--- src/rtl/controller_pkg.sv ---
// Shared definitions for the controller hotkey logic: button bit layout,
// the two recognised button combinations, and the hotkey FSM state type.
package controller_pkg;

    // Bit positions of the decoded maple bus buttons (bits 12..15 reserved)
    localparam int BTN_C     = 0;
    localparam int BTN_B     = 1;
    localparam int BTN_A     = 2;
    localparam int BTN_START = 3;
    localparam int BTN_UP    = 4;
    localparam int BTN_DOWN  = 5;
    localparam int BTN_LEFT  = 6;
    localparam int BTN_RIGHT = 7;
    localparam int BTN_Z     = 8;
    localparam int BTN_Y     = 9;
    localparam int BTN_X     = 10;
    localparam int BTN_D     = 11;

    // Reset combo: START+A+B+X+Y, plus D, giving the value 16'h0E0E
    localparam logic [15:0] RESET_MASK = (16'd1 << BTN_START) | (16'd1 << BTN_A) |
                                         (16'd1 << BTN_B)     | (16'd1 << BTN_X) |
                                         (16'd1 << BTN_Y)     | (16'd1 << BTN_D);

    // OSD combo: START+DOWN+LEFT = 16'h0068
    localparam logic [15:0] OSD_MASK = (16'd1 << BTN_START) | (16'd1 << BTN_DOWN) |
                                       (16'd1 << BTN_LEFT);

    typedef enum logic [1:0] {
        IDLE,
        HOLD_RESET,
        HOLD_OSD,
        WAIT_RELEASE
    } hotkey_state_t;

    // True for the two states in which a combo hold is being timed
    function automatic logic is_hold(input hotkey_state_t s);
        return (s == HOLD_RESET) || (s == HOLD_OSD);
    endfunction

endpackage

--- src/rtl/ms_tick.sv ---
// Restartable clock divider. Counts 0..DIV-1 and raises tick during the
// DIV-1 cycle; clear holds the count at zero so a new interval starts clean.
module ms_tick #(
    parameter int DIV = 74_250,
    parameter int CW  = $clog2(DIV)
) (
    input  logic          clock,
    input  logic          nreset,
    input  logic          clear,
    output logic          tick,
    output logic [CW-1:0] count
);

    localparam logic [CW-1:0] LAST = CW'(DIV - 1);

    assign tick = !clear && (count == LAST);

    // Divider counter: restart on clear, wrap after the last cycle of the interval
    always_ff @(posedge clock or negedge nreset) begin
        if (!nreset) begin
            count <= '0;
        end else if (clear || (count == LAST)) begin
            count <= '0;
        end else begin
            count <= count + 1'b1;
        end
    end

endmodule

--- src/rtl/controller_hotkeys.sv ---
// Hotkey detector: latches controller polls, times how long an exact button
// combination is held, and emits a one-cycle reset or OSD request.
module controller_hotkeys
    import controller_pkg::*;
#(
    parameter int CLK_HZ          = 74_250_000,
    parameter int RESET_HOLD_MS   = 2000,
    parameter int OSD_HOLD_MS     = 500,
    parameter int POLL_TIMEOUT_MS = 100
) (
    input  logic        clock,
    input  logic        nreset,
    input  logic [15:0] buttons,
    input  logic        buttons_valid,
    output logic        reset_dc,
    output logic        osd_toggle,
    output logic        combo_active,
    output logic [11:0] hold_ms
);

    localparam int DIV  = CLK_HZ / 1000;
    localparam int PW   = $clog2(DIV);
    localparam int TMAX = POLL_TIMEOUT_MS * DIV;
    localparam int TW   = $clog2(TMAX + 1);

    localparam logic [PW-1:0] PRE_FIRE = PW'(DIV - 2);
    localparam logic [TW-1:0] TO_MAX   = TW'(TMAX);
    localparam logic [TW-1:0] TO_EDGE  = TW'(TMAX - 1);
    localparam logic [11:0]   RST_LAST = 12'(RESET_HOLD_MS - 1);
    localparam logic [11:0]   OSD_LAST = 12'(OSD_HOLD_MS - 1);

    hotkey_state_t state;
    hotkey_state_t state_next;

    logic [15:0]   btn_q;
    logic [15:0]   btn_next;
    logic [TW-1:0] to_cnt;
    logic          timeout_hit;

    logic          tick;
    logic [PW-1:0] pre_cnt;
    logic          pre_clear;

    logic [15:0]   hold_mask;
    logic [11:0]   hold_last;
    logic [11:0]   hold_next;
    logic          fire_next;
    logic          reset_next;
    logic          osd_next;

    // The timeout window counts the strobe cycle itself, so btn_q drops exactly
    // TMAX cycles after the last strobe; a strobe always beats the timeout.
    assign timeout_hit = !buttons_valid && (to_cnt == TO_EDGE);
    assign btn_next    = buttons_valid ? buttons : (timeout_hit ? 16'h0000 : btn_q);

    // Poll latch and saturating poll-timeout counter
    always_ff @(posedge clock or negedge nreset) begin
        if (!nreset) begin
            btn_q  <= '0;
            to_cnt <= '0;
        end else begin
            btn_q <= btn_next;
            if (buttons_valid) begin
                to_cnt <= TW'(1);
            end else if (to_cnt != TO_MAX) begin
                to_cnt <= to_cnt + 1'b1;
            end
        end
    end

    ms_tick #(
        .DIV (DIV),
        .CW  (PW)
    ) u_prescaler (
        .clock  (clock),
        .nreset (nreset),
        .clear  (pre_clear),
        .tick   (tick),
        .count  (pre_cnt)
    );

    // Next-state and registered-output decode. The pulse is decided one cycle
    // ahead (prescaler at DIV-2) using the value btn_q will hold next cycle, so
    // it lands exactly in the final HOLD cycle and never fires on a hold that
    // is about to be broken.
    always_comb begin
        state_next = state;
        hold_next  = '0;
        pre_clear  = 1'b1;
        fire_next  = 1'b0;
        hold_mask  = (state == HOLD_RESET) ? RESET_MASK : OSD_MASK;
        hold_last  = (state == HOLD_RESET) ? RST_LAST : OSD_LAST;

        case (state)
            IDLE: begin
                if (btn_q == RESET_MASK) begin
                    state_next = HOLD_RESET;
                end else if (btn_q == OSD_MASK) begin
                    state_next = HOLD_OSD;
                end
            end
            HOLD_RESET, HOLD_OSD: begin
                pre_clear = 1'b0;
                if (btn_q != hold_mask) begin
                    state_next = IDLE;
                end else begin
                    fire_next = (btn_next == hold_mask) && (pre_cnt == PRE_FIRE) &&
                                (hold_ms == hold_last);
                    if (tick && (hold_ms == hold_last)) begin
                        state_next = WAIT_RELEASE;
                    end else if (tick) begin
                        hold_next = (hold_ms == 12'hFFF) ? hold_ms : hold_ms + 12'd1;
                    end else begin
                        hold_next = hold_ms;
                    end
                end
            end
            WAIT_RELEASE: begin
                if (btn_q == 16'h0000) begin
                    state_next = IDLE;
                end
            end
            default: begin
                state_next = IDLE;
            end
        endcase

        reset_next = fire_next && (state == HOLD_RESET);
        osd_next   = fire_next && (state == HOLD_OSD);
    end

    // State register and registered outputs
    always_ff @(posedge clock or negedge nreset) begin
        if (!nreset) begin
            state        <= IDLE;
            hold_ms      <= '0;
            reset_dc     <= 1'b0;
            osd_toggle   <= 1'b0;
            combo_active <= 1'b0;
        end else begin
            state        <= state_next;
            hold_ms      <= hold_next;
            reset_dc     <= reset_next;
            osd_toggle   <= osd_next;
            combo_active <= is_hold(state_next);
        end
    end

endmodule

--- config.mk ---
export PLATFORM = sky130hd
export DESIGN_NAME = controller_hotkeys
export DESIGN_NICKNAME = d
export VERILOG_FILES = /design/src/rtl/controller_pkg.sv /design/src/rtl/ms_tick.sv /design/src/rtl/controller_hotkeys.sv
export SDC_FILE = /design/constraint.sdc
export NUM_CORES = 1
export LEC_CHECK = 0
export BUFFER_PORTS_ARGS = -buffer_cell sky130_fd_sc_hd__clkbuf_2
export CORE_MARGIN = 8
export CORE_UTILIZATION = 55
export CTS_CLUSTER_SIZE = 30
export DETAILED_ROUTE_END_ITERATION = 6
export PLACE_DENSITY = 0.74
export SLEW_MARGIN = 5
export SYNTH_ARGS = -nofsm -noshare
export SYNTH_HDL_FRONTEND = slang
export SYNTH_SLANG_ARGS = --single-unit
--- constraint.sdc ---
create_clock -name clock -period 3.3 [get_ports clock]
set_input_delay 0.33 -clock clock [delete_from_list [all_inputs] [get_ports clock]]
set_output_delay 0.33 -clock clock [all_outputs]
set_load 0.05 [all_outputs]
==> metrics.md <==
| Metric | Value |
|---|---|
| Startpoint type of the worst setup path | register |
| Worst R2R Start | state[1]$_DFF_PN0_ |
| Clk pin slew, worst setup/hold paths | roughly 0.07 ns |
| Half-perimeter wire length after detailed placement | roughly 6.5 mm |
| Leading register cell type out of synthesis | sky130_fd_sc_hd__dfrtp_1 |
| Number of synthesized flops with an enable pin | 0 |
| Root Driver | sky130_fd_sc_hd__clkbuf_8 |
| YS warnings | 0 |
| Cells after Synth | ~450 |
| Outcome | complete, no violations |
| Number of cells on the critical path | 6 |
| Fin nets | about 510 |
| Skew final | approximately 0.013 ns |
| Post-synthesis area per instance | between 9 and 10 um2 |
| Top-Level Pins | 34 |
| I/O Buffers | 33 |
| Kind of cell adding the most delay to the critical path | simple AND/OR/NAND/NOR gates |
| CP required | between 3 and 4 ns |
| Number of antenna violations at the first check in global routing | 0 |
| Slew headroom | 25.9% |
| Total global routing track utilization | between 10% and 20% |
| Post-synthesis instance area | 4140 um2 |
| Worst VDD drop | around 260 uV |
| Ordered cell list for the critical path | inv_1, ha_1, or4_4, a211oi_2, nand2_1, a211oi_1 |
| Setup-failing EPs final | 0 |
| Number of hold violations in the final report | 0 |
| Total of hold buffers inserted after clock tree synthesis | 0 |
| Total detailed-routing wirelength | about 8.9 mm |
| Minimum period implied by the final worst setup slack | 2.79 ns |
| Register bit count reported by yosys | 73 |
| Arrival time at the worst endpoint | slightly above 3 ns |
| Last weighted congestion value of the routability-driven placer | between 0.8 and 0.9 |
| Number of max-slew violations in the final report | 0 |
| Power per unit of standard cell area | just over 400 nW/um2 |
| Final worst path period share | roughly 85% |
| Number of global-route vias before repair | between 3000 and 4000 |
| Reg2Reg Capture Point | hold_ms[4]$_DFFE_PN0P_ |
| Clock tree from TritonCTS | yes |
| Number of diodes | 0 |
| Detailed-route wire length per cell | between 15 and 20 um |
| Slowest library cell on the worst path | sky130_fd_sc_hd__or4_4 |
| Largest stage delay on the critical path | between 0.6 and 0.7 ns |
| Kind of path behind the tightest hold check | input port to async pin |
| Most frequent cells in the layout | sky130_fd_sc_hd__dfrtp_1, sky130_fd_sc_hd__nand2_1, sky130_fd_sc_hd__nor2_1 |
| Resized cells post-CTS | 0 |
| Via density | 5.82 |
| Number of buffer and inverter stages on the critical path | 1 |
| Achievable frequency | approximately 0.36 GHz |
| Worst-margin pin slew | ~1.1 ns |
| First-pass DRT Iterations | 4 |
| Maximum fanout along the worst path | 12 |
| End point of the critical path | hold_ms[4]$_DFFE_PN0P_ |
| Total Negative Setup Slacks | 0 ns |
| Timing startpoint of the critical path | state[1]$_DFF_PN0_ |
| Pwr Total | approximately 1.9 mW |
| Area of the die | about 11000 um2 |
| Synthesis-to-finish area growth | 9.70% |
| Global-route wire length before repair | between 15 and 20 mm |
| Sequential share of the synthesized area | ~44% |
| Endpoint type of the worst setup path | register |
| Remaining DRCs | 0 |
| Number of distinct library cells after synthesis | 52 |
| Most common cell after layout, fill and taps aside | sky130_fd_sc_hd__dfrtp_1 |
| Standard cell core area | between 7000 and 8000 um2 |
| Die Y | just over 100 um |
| FF-to-FF setup slack | ~0.5 ns |
| Initial Utilization | 57.1% |
| Total clock buffers created by CTS | 9 |
| RSZ-0062 raised after global routing | false |
| Number of nets in the synthesized netlist | between 400 and 500 |
| Share of post-route cells with drive strength above 1 | approximately 15% |
| Source-to-sink clock delay at the later pin of the worst-skew pair | 0.34 ns |
| Static Leakage | between 1.5 and 2 nW |
| Num rows | 31 |
| Number of violations reported at the end of detailed-routing iteration 0 | 97 |
| Count of antenna-violating nets left after detailed routing | 0 |
| Routed via count | 3410 |
| Global route overflow | 0 |
| Depth of the most critical reg-to-reg path | 6 |
| Clk sinks | 73 |
| Number of H-tree levels | 3 |
| Number of setup buffers added after CTS | 0 |
| Max Root-Sink Buffers | 2 |
| Chip width | just over 100 um |
| Maximum Capacitance Violations | 0 |
| Critical Setup Path Class | register to register |
| Largest net degree at the start of global routing | 60 |
| Proportion of synthesized flip-flops having asynchronous set or reset | 100% |
## synth_stat cells, types with 4 or more instances
| library cell | count | area, um2 |
|---|---|---|
| sky130_fd_sc_hd__o31ai_1 | 20 | 150 |
| sky130_fd_sc_hd__a21oi_2 | 10 | 87.6 |
| sky130_fd_sc_hd__and3_1 | 8 | 50.1 |
| sky130_fd_sc_hd__inv_1 | 30 | 113 |
| sky130_fd_sc_hd__xnor2_1 | 17 | 149 |
| sky130_fd_sc_hd__nor2_1 | 43 | 161 |
| sky130_fd_sc_hd__nor4_1 | 11 | 68.8 |
| sky130_fd_sc_hd__nor4b_1 | 4 | 35.0 |
| sky130_fd_sc_hd__nand4_1 | 16 | 100 |
| sky130_fd_sc_hd__nand3_1 | 23 | 115 |
| sky130_fd_sc_hd__ha_1 | 10 | 125 |
| sky130_fd_sc_hd__a21oi_1 | 11 | 55.1 |
| sky130_fd_sc_hd__dfrtp_1 | 73 | 1830 |
| sky130_fd_sc_hd__xor2_1 | 14 | 123 |
| sky130_fd_sc_hd__clkbuf_1 | 11 | 41.3 |
| sky130_fd_sc_hd__nand2_1 | 48 | 180 |
| sky130_fd_sc_hd__or3_1 | 15 | 93.8 |
| sky130_fd_sc_hd__o21ai_0 | 10 | 50.1 |
| sky130_fd_sc_hd__and4_1 | 5 | 43.8 |
| sky130_fd_sc_hd__o21ai_1 | 7 | 35.0 |
| sky130_fd_sc_hd__a31oi_1 | 4 | 25.0 |
| sky130_fd_sc_hd__nor3_1 | 11 | 55.1 |
| sky130_fd_sc_hd__or2_2 | 4 | 25.0 |
| sky130_fd_sc_hd__or4_1 | 9 | 67.6 |
| sky130_fd_sc_hd__nor4bb_1 | 5 | 50.1 |
## cell type report
class | count | area [um2]
flip-flops and latches | 73 | 1830
fillers | 649 | 2710
inverters | 30 | 113
well taps | 99 | 124
repair buffers | 38 | 203
clock buffers | 11 | 151
clock inverters | 3 | 17.5
multi-input cells | 332 | 2110
## cell families (layout without fill, tap and decap cells)
| family | after synthesis | in the layout | share of synthesized area, % |
|---|---|---|---|
| AO/OA/AOI/OAI | 79 | 79 | 13.7 |
| adder cells (fa/ha/maj) | 10 | 10 | 3.02 |
| multiplexers | 3 | 3 | 0.756 |
| AND/OR/NAND/NOR | 209 | 209 | 26.7 |
| XOR/XNOR | 31 | 31 | 6.56 |
| flip-flops | 73 | 73 | 44.1 |
| buffers and inverters | 47 | 82 | 5.11 |
## state kept, by name, summed over array words and instances, names as in the netlist
register	flops
to_cnt	23
u_prescaler.count	17
btn_q	16
hold_ms	12
state	2
combo_active	1
osd_toggle	1
reset_dc	1
## power breakdown
group	total, mW	leakage [nW]	internal [mW]	switching (mW)
registers	0.992	0.981	0.941	0.0508
logic	0.267	0.774	0.0897	0.177
clock network	0.612	0.0871	0.303	0.309
## metrics by stage
step	hold slack [ns]	std cells	setup slack [ns]	instance area [um2]	util, %
3_5_place_dp	0.530	572	0.515	4370	60.3
5_1_grt	0.217	586	0.298	4540	62.6
6_report	0.198	586	0.508	4540	62.6
2_1_floorplan	0.0344	452	0.797	4140	-
3_3_place_gp	0.518	572	0.604	4370	60.3
4_1_cts	0.203	586	0.507	4540	62.6
## layer usage
| metal | track usage (%) | part of all wire [%] |
|---|---|---|
| met1 | 23.8 | 46 |
| met2 | 29.2 | 47 |
| met3 | 3.78 | 5.1 |
| met4 | 6.90 | 1.1 |
| met5 | 0 | 0 |
## worst min-delay path by stage
stage / startpoint / to / slack (ns) / cells after the start
floorplan: nreset / btn_q[0]$_DFF_PN0_ / 0.03 / 0
global placement: to_cnt[8]$_DFFE_PN0P_ / to_cnt[8]$_DFFE_PN0P_ / 0.52 / 2
detailed placement: btn_q[8]$_DFF_PN0_ / btn_q[8]$_DFF_PN0_ / 0.53 / 2
CTS: buttons[7] / btn_q[7]$_DFF_PN0_ / 0.20 / 3
global route: buttons[4] / btn_q[4]$_DFF_PN0_ / 0.22 / 3
finish: nreset / btn_q[8]$_DFF_PN0_ / 0.20 / 1
(Power assumes the default switching activity.)
